**src/rtl/poly_tobytes_stream.sv**
```systemverilog
// Packs eight 16-bit coefficients per beat into 12 bytes of 12-bit values.
// One output register, full-throughput valid/ready, sticky range flag.
module poly_tobytes_stream #(
    parameter int Q     = 3329,
    parameter int BEATS = 32
) (
    input  logic         clk,
    input  logic         rst_n,
    input  logic         in_valid,
    output logic         in_ready,
    input  logic [127:0] in_coeffs,
    output logic         out_valid,
    input  logic         out_ready,
    output logic [95:0]  out_bytes,
    output logic         out_last,
    output logic         range_err
);

    localparam logic [4:0]  LAST_CNT = 5'(BEATS - 1);
    localparam logic [15:0] Q16      = 16'(Q);
    localparam logic [15:0] Q2_16    = 16'(2 * Q);

    logic        vld_q, vld_d;
    logic [95:0] data_q, data_d;
    logic        last_q, last_d;
    logic [4:0]  cnt_q, cnt_d;
    logic        err_q, err_d;

    logic [11:0] t [8];
    logic [7:0]  big;
    logic [95:0] pack;
    logic        acc;

    for (genvar k = 0; k < 8; k++) begin : g_red
        logic [15:0] c;
        logic [15:0] d;
        assign c      = in_coeffs[127-16*k -: 16];
        assign d      = c - Q16;
        assign t[k]   = (c >= Q16) ? d[11:0] : c[11:0];
        assign big[k] = (c >= Q2_16);
    end

    for (genvar p = 0; p < 4; p++) begin : g_pack
        assign pack[95-24*p -: 24] = {
            t[2*p][7:0],
            t[2*p+1][3:0], t[2*p][11:8],
            t[2*p+1][11:4]
        };
    end

    assign in_ready  = !vld_q || out_ready;
    assign acc       = in_valid && in_ready;
    assign out_valid = vld_q;
    assign out_bytes = data_q;
    assign out_last  = last_q;
    assign range_err = err_q;

    // Next state: load on input transfer, drain on bare output transfer.
    always_comb begin
        vld_d  = vld_q;
        data_d = data_q;
        last_d = last_q;
        cnt_d  = cnt_q;
        err_d  = err_q;
        if (acc) begin
            vld_d  = 1'b1;
            data_d = pack;
            last_d = (cnt_q == LAST_CNT);
            cnt_d  = (cnt_q == LAST_CNT) ? 5'd0 : cnt_q + 5'd1;
            err_d  = err_q | (|big);
        end else if (out_ready) begin
            vld_d = 1'b0;
        end
    end

    // Output register, beat counter and sticky error flag.
    always_ff @(posedge clk or negedge rst_n) begin
        if (!rst_n) begin
            vld_q  <= 1'b0;
            data_q <= '0;
            last_q <= 1'b0;
            cnt_q  <= '0;
            err_q  <= 1'b0;
        end else begin
            vld_q  <= vld_d;
            data_q <= data_d;
            last_q <= last_d;
            cnt_q  <= cnt_d;
            err_q  <= err_d;
        end
    end

endmodule

```
**config.mk**
```make
export PLATFORM = sky130hd
export DESIGN_NAME = poly_tobytes_stream
export DESIGN_NICKNAME = d
export VERILOG_FILES = /design/src/rtl/poly_tobytes_stream.sv
export SDC_FILE = /design/constraint.sdc
export NUM_CORES = 1
export LEC_CHECK = 0
export CORE_UTILIZATION = 50
export DETAILED_ROUTE_END_ITERATION = 10
export GPL_TIMING_DRIVEN = 0
export PLACE_DENSITY = 0.87
export SYNTH_ARGS = -nofsm -noshare
export SYNTH_HDL_FRONTEND = slang
export SYNTH_SLANG_ARGS = --single-unit
```
**constraint.sdc**
```tcl
create_clock -name clk -period 3.9 [get_ports clk]
set_clock_uncertainty 0.05 [all_clocks]
set_input_delay 0.585 -clock clk [delete_from_list [all_inputs] [get_ports clk]]
set_output_delay 0.585 -clock clk [all_outputs]
set_load 0.005 [all_outputs]
```
==> flow_summary_export.csv, run 1 <==
group,metric,value,unit
route,drcViolationCount,0,
power,power.leakage,3.80,nW
placed_design,port_buffers,227,
critical_path,r2r_end,"out_bytes[57]$_DFFE_PN0P_",
logic_synthesis,synth.distinct_cells,74,
timing,setup_ws,0.744,ns
route,vias,7142,
clock_network,clockRootBuffer,"clkbuf_16",
run_status,status,"completed",
logic_synthesis,ys_seq_area_share,38.2,%
global_route,met1_usage,37.5,%
finish,area_delta_synth_final,41.8,%
logic_synthesis,synth_area_leaders,"dfrtp_1 (38%), o21ai_0 (7.4%), nand2_1 (6.8%)",
timing,fin_crit_sh,80.9,%
logic_synthesis,syn_avg_cell_area,8.52,sq um
route,drt_iter0_markers,394,
critical_path,worstPathArrival,3.37,ns
power,clockPowerShare,30.8,%
power,power_frac_comb,28.9,%
power,p_int,2.42,mW
power,p_per_area,346,nW/um^2
die,chipWidth,119,microns
logic_synthesis,synth_seq_cells,104,
finish,num_antenna_cells,0,
critical_path,worstReg2RegStart,"out_valid$_DFFE_PN0P_",
timing,relSlewSlack,39.7,%
die,initial_core_util,51.3,%
timing,worstMarginPinSlew,0.896,ns
logic_synthesis,synth_area_leader_cell,"dfrtp_1",
logic_synthesis,synth_top_cell_area_share,38.2,%
global_route,busiest_layer,"met2",
timing,hold_viol_final,0,
timing,fin_crit,3.16,ns
global_route,antenna_found_initial,0,
critical_path,worstPathCellList,"clkdlybuf4s50_1 -> nand2b_1 -> nand2_1 -> clkbuf_1 -> clkbuf_1 -> clkbuf_1 -> nand2_1 -> o31ai_1",
timing,timing.fmax,317,MHz
finish,fin_util,72.8,%
clock_network,cts_resized,0,
global_route,grt_pass1_vias,6807,
route,ant_nets,0,
clock_network,path_clk_slew,0.07,ns
critical_path,slowest_delay,0.59,ns
clock_network,htreeDepth,3,
route,drt-vias-per-instance,5.85,
global_route,use_met2,51.6,%
logic_synthesis,ys_top_cells_by_count,"nand2_1 (124), dfrtp_1 (104), o21ai_0 (101)",
timing,rsz0062_at_grt,"false",
hold_path,hold_path.class,"in2async",
logic_synthesis,synth_edf_count,0,
critical_path,critPathMostFrequentCell,"clkbuf_1",
logic_synthesis,synth_fp_nets,959,
route,wl_per_cell,17.2,microns
power,peakVddDrop,222,uV
die,core-area,13300,sq um
die,die_h,119,microns
timing,setup_violations,0,
global_route,grt_pass1_wl,33300,microns
global_route,grt_use_total,29.9,%
finish,drive_gt1_share,4.41,%
critical_path,reg2reg_slack,1.10,ns
logic_synthesis,synth_cells,801,
clock_network,post-cts-setup-buffers,0,
finish,instances_no_fill,1220,
clock_network,cts_tree,"yes",
logic_synthesis,yosysWarnings,0,
power,power_frac_seq,40.3,%
die,die-area,14100,sq um
route,drtPass1Iterations,5,
power,net-switching-power,923,uW
clock_network,clockBufferDepth,2,
flow_run,drv_cap,0,
logic_synthesis,async_flop_share,100,%
placed_design,place_hpwl,16000,microns
power,p_total,3.35,mW
critical_path,crit_path_end_kind,"register",
power,swShare,27.6,%
critical_path,path_class,"in2reg",
critical_path,reg2reg_depth,7,
die,ios,232,
placed_design,place_worst_setup_slack,0.425,ns
clock_network,clock_latency,0.35,ns
critical_path,start_kind,"input pin",
critical_path,required,4.11,ns
placed_design,gp_congestion,0.935,
critical_path,cpMaxStageDelayCell,"clkbuf_1",
global_route,grt_max_degree,65,
clock_network,hold_buffers,0,
critical_path,crit_fanout,10,
clock_network,clock_sink_count,104,
placed_design,place_inst,1205,
timing,slew_violations,0,
route,drt-total-wl,20900,microns
clock_network,numCtsBuffers,9,
logic_synthesis,synth_flop_cell,"dfrtp_1",
finish,nets,1198,
global_route,grt.overflow.total,0,
logic_synthesis,synth_most_common_cell,"nand2_1",
logic_synthesis,syn_area,6820,sq um
die,rows,42,
global_route,grt_util_met3,5.79,%
cells by family (layout without fill, tap and decap cells):
group           Yosys count  after routing  share of synthesized area, %
compound gates          236            236                          22.1
xor+xnor                 69             69                          8.86
fa+ha+maj                26             26                          4.77
buf+inv                  63            306                          3.65
flops                   104            104                          38.2
mux                       6              6                         0.954
simple gates            297            297                          21.5
cell type report:
cell class                      count  area [sq um]
Sequential cell                   104          2600
Clock inverter                      3          90.1
Fill cell                        1009          3620
Timing Repair Buffer              228          2300
Clock buffer                       12           246
Tap cell                          176           220
Buffer                             33           136
Multi-Input combinational cell    634          3970
Inverter                           30           113
metrics by stage:
| stage | hold WS [ns] | instance area [sq um] | setup TNS (ns) |
|---|---|---|---|
| floorplan | 0.239 | 6820 | 0 |
| global placement | 0.409 | 9310 | -184.92 |
| detailed placement | 0.416 | 9340 | 0 |
| CTS | 0.184 | 9680 | 0 |
| global route | 0.215 | 9680 | 0 |
| finish | 0.169 | 9680 | 0 |
layer usage:
| layer | wire length, microns | vias up |
|---|---|---|
| li1 | - | 3398 |
| met1 | 8750 | 3431 |
| met2 | 10200 | 285 |
| met3 | 1560 | 28 |
| met4 | 420 | 0 |
| met5 | 0 | - |
worst max-delay path by stage:
stage	start	to	slack, ns	cells past startpoint
global route	out_ready	out_bytes[53]$_DFFE_PN0P_	0.57	8
floorplan	in_coeffs[112]	out_bytes[81]$_DFFE_PN0P_	1.64	7
finish	out_ready	out_bytes[57]$_DFFE_PN0P_	0.74	8
CTS	out_ready	out_bytes[3]$_DFFE_PN0P_	0.78	8
detailed placement	out_ready	out_bytes[93]$_DFFE_PN0P_	0.43	7
global placement	rst_n	out_bytes[0]$_DFFE_PN0P_	-1.79	1
worst max-delay path: cells and delay by family:
kind            cells  cell delay [ns]
simple gates        3             0.78
buf+inv             4             1.91
compound gates      1             0.08
layout by cell type (no fill, tap or decap), types with 3 or more instances in the layout:
cell type and instances:
nor2_1 38, mux2_2 4, a31oi_1 21, o211ai_2 3, o2111ai_1 9, nor3b_1 3
nor4b_1 3, ha_1 26, or4_1 11, a2111oi_0 3, a21oi_1 25, o21ai_0 101
xnor2_1 28, o21ai_1 6, a211oi_1 3, buf_2 3, nand2b_1 6, o311ai_0 6
clkbuf_16 9, bufinv_16 3, clkdlybuf4s50_1 226, o211ai_1 24, nand2_1 124, nor3_2 4
nand3_1 24, dfrtp_1 104, or3_1 17, and3_1 4, a311o_1 3, inv_1 30
nor4_1 14, clkbuf_1 30, nor3_1 29, o22ai_1 3, xor2_1 41, or2_2 3
power by group through the flow:
| stage | logic (mW) | clock network, mW | registers (mW) |
|---|---|---|---|
| 2_1_floorplan | 0.329 | 0 | 1.37 |
| 5_1_grt | 1.06 | 1.08 | 1.37 |
| 6_report | 0.967 | 1.03 | 1.35 |
| 3_5_place_dp | 0.964 | 0 | 1.36 |
| 4_1_cts | 0.969 | 1.04 | 1.35 |
| 3_3_place_gp | 0.941 | 0 | 1.36 |
state kept, by name (all words and copies together), names as in the netlist:
register and count:
range_err 1, out_bytes 96, out_last 1, cnt_q 5, out_valid 1
No activity file was read; power rests on OpenSTA's default activity.
==> run 2, diff against run 1 <==
--- a/config.mk
+++ b/config.mk
@@ -5,10 +5,10 @@
 export SDC_FILE = /design/constraint.sdc
 export NUM_CORES = 1
 export LEC_CHECK = 0
-export CORE_UTILIZATION = 50
+export CORE_UTILIZATION = 47
 export DETAILED_ROUTE_END_ITERATION = 10
 export GPL_TIMING_DRIVEN = 0
-export PLACE_DENSITY = 0.87
+export PLACE_DENSITY = 0.82
 export SYNTH_ARGS = -nofsm -noshare
 export SYNTH_HDL_FRONTEND = slang
 export SYNTH_SLANG_ARGS = --single-unit
==> constraint.sdc (replaced) <==
create_clock -name clk -period 3.1 [get_ports clk]
set_clock_uncertainty 0.05 [all_clocks]
set_input_delay 0.465 -clock clk [delete_from_list [all_inputs] [get_ports clk]]
set_output_delay 0.465 -clock clk [all_outputs]
set_load 0.005 [all_outputs]
==> flow_summary_export.csv, run 2 (synthesis gave the netlist of run 1 again) <==
group,metric,value,unit
power,p_per_area,425,nW/um^2
power,p_total,4.11,mW
route,drt-vias-per-instance,5.83,
critical_path,required,3.31,ns
finish,multi_input_area,3970,sq um
finish,final_area,9650,sq um
critical_path,start_kind,"input pin",
route,wirelength_met1,9200,microns
global_route,grt.overflow.total,0,
finish,regArea,2600,sq um
critical_path,reg2reg_depth,7,
critical_path,slowest_delay,0.49,ns
die,initial_core_util,48.6,%
finish,drive_gt1_share,4.69,%
die,die-area,15000,sq um
route,vias,7131,
placed_design,place_hpwl,16200,microns
timing,hold_viol_final,0,
finish,nFillCells,1118,
timing,rsz0062_at_grt,"false",
clock_network,clockBufferDepth,2,
critical_path,cpMaxStageDelayCell,"clkbuf_1",
timing,slew_violations,0,
placed_design,placed_area,9340,sq um
finish,instances_no_fill,1224,
power,power.leakage,3.79,nW
global_route,antenna_found_initial,0,
hold_path,hold_path.class,"in2async",
route,drcViolationCount,0,
finish,final_common_cell,"clkdlybuf4s50_1",
clock_network,clockRootBuffer,"clkbuf_16",
timing,timing.fmax,357,MHz
clock_network,clock_latency,0.35,ns
die,chipWidth,122,microns
placed_design,gp_congestion,0.912,
route,drtPass1Iterations,5,
finish,num_antenna_cells,0,
clock_network,numCtsBuffers,9,
global_route,grt_pass1_wl,33000,microns
clock_network,cts_tree,"yes",
timing,fin_crit_sh,90.4,%
finish,largest_reg_flops,96,
flow_run,drv_cap,0,
critical_path,worstPathCellList,"clkdlybuf4s50_1 -> nand2b_1 -> nand2_1 -> clkbuf_1 -> clkbuf_2 -> clkbuf_1 -> nand2_1 -> o31ai_1",
die,die_h,122,microns
finish,area_delta_synth_final,41.5,%
die,rows,43,
route,wl_met3,1620,microns
timing,fin_crit,2.80,ns
route,drt_iter0_markers,488,
finish,nets,1198,
clock_network,post-cts-setup-buffers,0,
global_route,grt_max_degree,71,
run_status,status,"completed",
timing,setup_violations,0,
timing,timing.hold.ws,0.0135,ns
critical_path,worstPathArrival,3.02,ns
route,drt-total-wl,21200,microns
critical_path,path_class,"in2reg",
route,top_layer,"met4",
route,dr_wl_met2,10000,microns
die,core-area,14000,sq um
clock_network,path_clk_slew,0.07,ns
placed_design,place_inst,1209,
clock_network,clock_sink_count,104,
timing,worstMarginPinSlew,0.887,ns
die,ios,232,
placed_design,port_buffers,227,
clock_network,hold_buffers,0,
finish,final_cell_mix,"clkdlybuf4s50_1 (226), nand2_1 (124), dfrtp_1 (104)",
power,peakVddDrop,275,uV
global_route,grt_pass1_vias,6483,
route,ant_nets,0,
global_route,grt_use_total,28.6,%
critical_path,crit_fanout,10,
route,wl_per_cell,17.3,microns
timing,relSlewSlack,40.3,%
critical_path,crit_path_end_kind,"register",
clock_network,htreeDepth,3,
==> run 2: cell count changes in the layout (fill, tap and decap cells not counted), sizes merged <==
cell | previous run | this run
clkinv | 0 | 2
bufinv | 3 | 1
==> run 2: critical path, delay by kind of cell <==
family,cells,cell delay (ns)
buf+inv,4,1.72
simple gates,3,0.72
compound gates,1,0.09
==> run 2: worst paths after layout <==
check / startpoint / end / slack, ns
setup / recovery: out_ready / out_bytes[57]$_DFFE_PN0P_ / 0.30
hold / removal: rst_n / out_bytes[62]$_DFFE_PN0P_ / 0.01
setup reg to reg: out_valid$_DFFE_PN0P_ / out_bytes[57]$_DFFE_PN0P_ / 0.49
hold reg to reg: out_bytes[7]$_DFFE_PN0P_ / out_bytes[7]$_DFFE_PN0P_ / 0.43
max in group asynchronous: rst_n / out_bytes[14]$_DFFE_PN0P_ / 2.27
min in group clk: out_bytes[7]$_DFFE_PN0P_ / out_bytes[7]$_DFFE_PN0P_ / 0.43
==> run 2: cell type report <==
type                    count  share of cell area, %
well taps                 180                   2.33
clock buffers              12                   2.76
clock inverters             3                  0.415
repair buffers            228                   23.8
flip-flops and latches    104                   27.0
multi-input cells         634                   41.1
inverters                  30                   1.17
plain buffers              33                   1.43
==> run 2: through the flow <==
stage	setup TNS [ns]	util [%]	setup slack (ns)
global route	0	68.7	0.130
floorplan	0	-	0.962
finish	0	68.7	0.299
global placement	-270.39	66.4	-2.53
CTS	0	68.7	0.0794
detailed placement	-11.59	66.5	-0.248
==> run 2: power breakdown <==
part           internal (mW)  total (mW)  switching (mW)
Combinational          0.672        1.21           0.541
Sequential              1.57        1.69           0.125
Clock                  0.686        1.20           0.515
==> run 2: routing by layer <==
| layer | global-route usage, % | vias up |
|---|---|---|
| li1 | - | 3398 |
| met1 | 38.2 | 3394 |
| met2 | 46.4 | 311 |
| met3 | 5.53 | 28 |
| met4 | 9.07 | 0 |
| met5 | 0 | - |
==> run 2: timing repair <==
action	in CTS	in global routing
endpoints found under the setup margin	0	20
resized for setup	0	2
hold endpoints to repair	0	0
